File: src/rtl/if_fetch_stage.sv
`default_nettype none
// ============================================================================
// Module   : if_fetch_stage
// Purpose  : MIPS instruction-fetch stage: PC register, ROM address/enable,
//            and IF/ID pipeline register with stall, branch and flush handling.
// Options  : IF_ALIGN_CHECK_EN adds id_excpt_adel_o misaligned-fetch tagging.
// Revision : 1.0
// ============================================================================
module if_fetch_stage #(
  parameter int                ADDR_W   = 32,
  parameter int                INST_W   = 32,
  parameter logic [ADDR_W-1:0] RESET_PC = '0
) (
  input  logic              clk,
  input  logic              rst,
  input  logic              stall_pc_i,
  input  logic              stall_if_i,
  input  logic              stall_id_i,
  input  logic              branch_flag_i,
  input  logic [ADDR_W-1:0] branch_target_i,
  input  logic              flush_i,
  input  logic [ADDR_W-1:0] new_pc_i,
  input  logic [INST_W-1:0] rom_inst_i,
  output logic [ADDR_W-1:0] rom_addr_o,
  output logic              rom_ce_o,
  output logic [ADDR_W-1:0] id_pc_o,
`ifdef IF_ALIGN_CHECK_EN
  output logic              id_excpt_adel_o,
`endif
  output logic [INST_W-1:0] id_inst_o
);

  localparam logic [ADDR_W-1:0] c_pc_step = ADDR_W'(4);

  logic              r_ce;
  logic [ADDR_W-1:0] r_pc;
  logic [ADDR_W-1:0] r_id_pc;
  logic [INST_W-1:0] r_id_inst;
  logic [INST_W-1:0] w_cap_inst;

`ifdef IF_ALIGN_CHECK_EN
  logic r_id_adel;
  logic w_misaligned;

  assign w_misaligned = (r_pc[1:0] != 2'b00);
  // A misaligned fetch never reaches the ROM; it is tagged as AdEL in IF/ID.
  assign w_cap_inst   = w_misaligned ? '0 : rom_inst_i;
  assign rom_ce_o     = r_ce & ~w_misaligned;
  assign id_excpt_adel_o = r_id_adel;
`else
  assign w_cap_inst   = rom_inst_i;
  assign rom_ce_o     = r_ce;
`endif

  assign rom_addr_o = r_pc;
  assign id_pc_o    = r_id_pc;
  assign id_inst_o  = r_id_inst;

  // Fetch enable and program counter.
  always_ff @(posedge clk or posedge rst) begin
    if (rst) begin
      r_ce <= 1'b0;
      r_pc <= RESET_PC;
    end else begin
      r_ce <= 1'b1;
      if (r_ce) begin
        if (flush_i) begin
          r_pc <= new_pc_i;
        end else if (stall_pc_i) begin
          r_pc <= r_pc;
        end else if (branch_flag_i) begin
          r_pc <= branch_target_i;
        end else begin
          r_pc <= r_pc + c_pc_step;
        end
      end
    end
  end

  // IF/ID register: a stalled IF with a running ID must hand ID a bubble.
  always_ff @(posedge clk or posedge rst) begin
    if (rst) begin
      r_id_pc   <= '0;
      r_id_inst <= '0;
    end else if (flush_i || (stall_if_i && !stall_id_i)) begin
      r_id_pc   <= '0;
      r_id_inst <= '0;
    end else if (!stall_if_i) begin
      r_id_pc   <= r_pc;
      r_id_inst <= w_cap_inst;
    end
  end

`ifdef IF_ALIGN_CHECK_EN
  always_ff @(posedge clk or posedge rst) begin
    if (rst) begin
      r_id_adel <= 1'b0;
    end else if (flush_i || (stall_if_i && !stall_id_i)) begin
      r_id_adel <= 1'b0;
    end else if (!stall_if_i) begin
      r_id_adel <= w_misaligned;
    end
  end
`endif

endmodule
`default_nettype wire

File: config.mk
export PLATFORM = sky130hd
export DESIGN_NAME = if_fetch_stage
export DESIGN_NICKNAME = d
export VERILOG_FILES = /design/src/rtl/if_fetch_stage.sv
export SDC_FILE = /design/constraint.sdc
export NUM_CORES = 1
export LEC_CHECK = 0
export ABC_AREA = 1
export BUFFER_PORTS_ARGS = -buffer_cell sky130_fd_sc_hd__buf_2
export CORE_MARGIN = 10
export CORE_UTILIZATION = 38
export DETAILED_ROUTE_END_ITERATION = 10
export PLACE_DENSITY_LB_ADDON = 0.05
export SLEW_MARGIN = 20
export SYNTH_ARGS = -nofsm -noshare
export SYNTH_HDL_FRONTEND = slang
export SYNTH_SLANG_ARGS = --single-unit
File: constraint.sdc
create_clock -name clk -period 4.9 [get_ports clk]
set_input_delay 0.49 -clock clk [delete_from_list [all_inputs] [get_ports clk]]
set_output_delay 0.49 -clock clk [all_outputs]
set_load 0.1 [all_outputs]
==> run_results.csv <==
group,metric,value,unit
sta,finalSetupViolations,0,
power,switchingPower,1.21,mW
min_path,hp-class,"in -> async",
worst_setup_path,critical_path.max_fanout,40,
cts,cts_sinks,97,
detailed_routing,final_antenna_net_count,0,
run,cap_violations,0,
power,p_seq_share,35.6,%
worst_setup_path,worst-endpoint-required,5170,ps
yosys,ys_ff_latch,97,
floorplan,initial_core_util,38.7,%
finish,fillCellCount,1380,
cts,clk_path_buf_depth,2,
detailed_routing,vias,4999,
yosys,synth_cells,629,
yosys,synth_flop_cell,"dfrtp_1",
sta,worst_pin_slew,756,ps
sta,hold_violations,0,
detailed_routing,viasPerCell,5.04,
cts,clk_pin_slew_worst_paths,60,ps
yosys,synth_warnings,0,
yosys,synth_edf_count,0,
yosys,avgSynthCellArea,8.12,µm²
floorplan,ios,200,
cts,cts.htree.levels,3,
detailed_routing,drt_iter0_drc,281,
sta,finalClockSkew,9.71,ps
yosys,synth.top_cell.area_share,47.5,%
cts,cts_tree,"built",
worst_setup_path,cp_data_arrival_time,3040,ps
power,leakagePower,3.29,nW
power,intPower,1.48,mW
placement,hpwl,12700,µm
worst_setup_path,endpoint_kind,"flip-flop",
sta,slew_headroom,49.5,%
detailed_routing,drt_wl_total,17300,µm
yosys,async_flop_share,100,%
placement,gp_congestion,0.863,
worst_setup_path,crit_chain,"buf_2 -> buf_4 -> inv_2 -> nand2_1 -> nand2_2 -> inv_2 -> o21ai_0 -> o21ai_0 -> a31oi_1",
sta,final-max-slew-violation-count,0,
floorplan,rows,42,
grt,grt_max_degree,65,
finish,final_util,49.2,%
yosys,synthDistinctLibCells,35,
finish,syn_to_final_growth,27.1,%
sta,rsz0062_at_grt,"false",
detailed_routing,drcViolationCount,0,
status,status,"complete, no violations",
worst_setup_path,critical_path.slowest_cell,"inv_2",
grt,gr-usage-all-layers,18.3,%
sta,fmax,0.361,GHz
sta,setup_tns,0,ps
power,p_per_area,414,nW/µm²
power,worst_ir_drop_vdd,0.164,mV
sta,post-route-min-period,2770,ps
yosys,synth_area_leaders,"dfrtp_1, nand2_1, o22ai_1, inv_1, nand3_1",
finish,finalNetCount,915,
cts,clock_latency,350,ps
worst_setup_path,path_class,"in -> reg",
finish,drive_gt1_share,32.6,%
worst_setup_path,crit_path_max_incr_delay,610,ps
finish,num_antenna_cells,0,
floorplan,die_area,18500,µm²
power,p_sw_share,45.0,%
grt,overflow,0,
cts,cts_setup_buffers,0,
placement,placement.io_buffers,199,
cts,cts_buffers,9,
yosys,synth.largest_area_cell,"dfrtp_1",
yosys,ys_seq_area_share,47.5,%
grt,grt_pass1_wl,27000,µm
cts,cts_resized,0,
cts,cts_root_buf,"clkbuf_16",
detailed_routing,drt-pass1-iter-count,5,
power,power_frac_comb,36.6,%
cts,cts_hold_buffers,0,
floorplan,fp.dieH,136,µm
floorplan,core,13200,µm²
floorplan,fp.dieW,136,µm
grt,grt_pass1_vias,5111,
yosys,syn_area,5100,µm²
yosys,synth_nets,733,
grt,antenna_found_initial,0,
detailed_routing,avgRoutedWirePerCell,17.4,µm
power,power_frac_clock,27.8,%
worst_setup_path,critPathLaunchType,"input pin",
sta,fin_crit_sh,56.6,%
-- cell type report --
type                            instances  area (µm²)  share of cell area (%)
Inverter                              107         404                    6.23
Sequential cell                        97        2430                    37.4
Tap cell                              176         220                    3.39
Clock buffer                           11         253                    3.89
Multi-Input combinational cell        393        2100                    32.4
Timing Repair Buffer                  203        1030                    15.8
Clock inverter                          5        60.1                   0.925
-- cell usage in the layout (no fill, tap or decap), types with 9 or more instances in the layout --
| cell | synthesis | routed |
|---|---|---|
| nand2_1 | 134 | 134 |
| inv_1 | 102 | 101 |
| o22ai_1 | 64 | 64 |
| nand2_2 | 10 | 10 |
| dfrtp_1 | 97 | 97 |
| nand3_1 | 38 | 37 |
| clkbuf_16 | 0 | 9 |
| a221oi_1 | 19 | 19 |
| buf_2 | 16 | 199 |
| nor2_1 | 47 | 47 |
| a21oi_1 | 15 | 15 |
-- worst max-delay path: cells and delay by family --
family	cells	cell delay [ps]
buffers and inverters	4	1400
and+or+nand+nor	2	710
AOI/OAI and AO/OA	3	420
-- cells by family (layout without fill, tap and decap cells) --
group                    count (synthesis)  in the layout  synth area share (%)
AO/OA/AOI/OAI                          133            133                  17.2
adder cells (fa/ha/maj)                  1              1                 0.245
AND/OR/NAND/NOR                        256            256                  23.2
flip-flops                              97             97                  47.5
XOR/XNOR                                 2              2                 0.343
other                                    1              1                0.0735
buffers and inverters                  139            326                  11.4
-- flip-flops by register name, summed over array words and instances, names as in the netlist --
signal      cells
id_pc_o        32
rom_addr_o     32
rom_ce_o        1
id_inst_o      32
-- synth_stat cells, drive strengths merged (2+ instances only) --
| cell | count |
|---|---|
| clkbuf | 12 |
| xnor2 | 2 |
| nand3 | 43 |
| buf | 19 |
| a22oi | 8 |
| nor2 | 62 |
| inv | 107 |
| dfrtp | 97 |
| nand2 | 146 |
| or2 | 2 |
| o22ai | 64 |
| a221oi | 19 |
| o21ai | 12 |
| a31oi | 6 |
| a21oi | 21 |
-- through the flow --
step / instance area, µm² / std cells / hold slack (ps) / setup slack, ps / total power, mW
finish: 6490 / 992 / 218 / 2130 / 2.68
global route: 6490 / 992 / 261 / 1850 / 2.80
CTS: 6490 / 992 / 237 / 2140 / 2.71
detailed placement: 6180 / 976 / 515 / 1800 / 1.96
global placement: 6180 / 976 / 501 / 1890 / 1.95
floorplan: 5100 / 629 / 643 / 1880 / 1.75
-- power groups by stage --
stage	Clock, mW	Combinational (mW)	Sequential, mW
after floorplan	0	0.247	1.50
after global placement	0	0.980	0.968
after detailed placement	0	0.988	0.971
after CTS	0.760	0.990	0.956
after global routing	0.791	1.04	0.970
final	0.745	0.983	0.957
-- layer usage --
layer  GRT usage [%]  vias to the layer above  wire length, µm
met4            5.68                        0              245
met3            5.54                       17             1620
met2            28.9                      184             7910
met1            23.4                     2365             7490
li1                -                     2433                -
met5               0                        -                0
-- path summary, 6_finish.rpt --
| check | start | end | slack [ps] | cells after the start |
|---|---|---|---|---|
| max | flush_i | rom_addr_o[4]$_DFFE_PP0P_ | 2130 | 9 |
| min | rst | id_inst_o[27]$_DFFE_PP0P_ | 220 | 2 |
| max reg2reg | rom_ce_o$_DFF_PP0_ | rom_addr_o[4]$_DFFE_PP0P_ | 2960 | 5 |
| min reg2reg | rom_addr_o[0]$_DFFE_PP0P_ | rom_addr_o[0]$_DFFE_PP0P_ | 530 | 2 |
| max in group asynchronous | rst | id_inst_o[2]$_DFFE_PP0P_ | 3550 | 3 |
| min in group clk | rom_inst_i[0] | id_inst_o[0]$_DFFE_PP0P_ | 400 | 3 |
(Power assumes the default switching activity.)
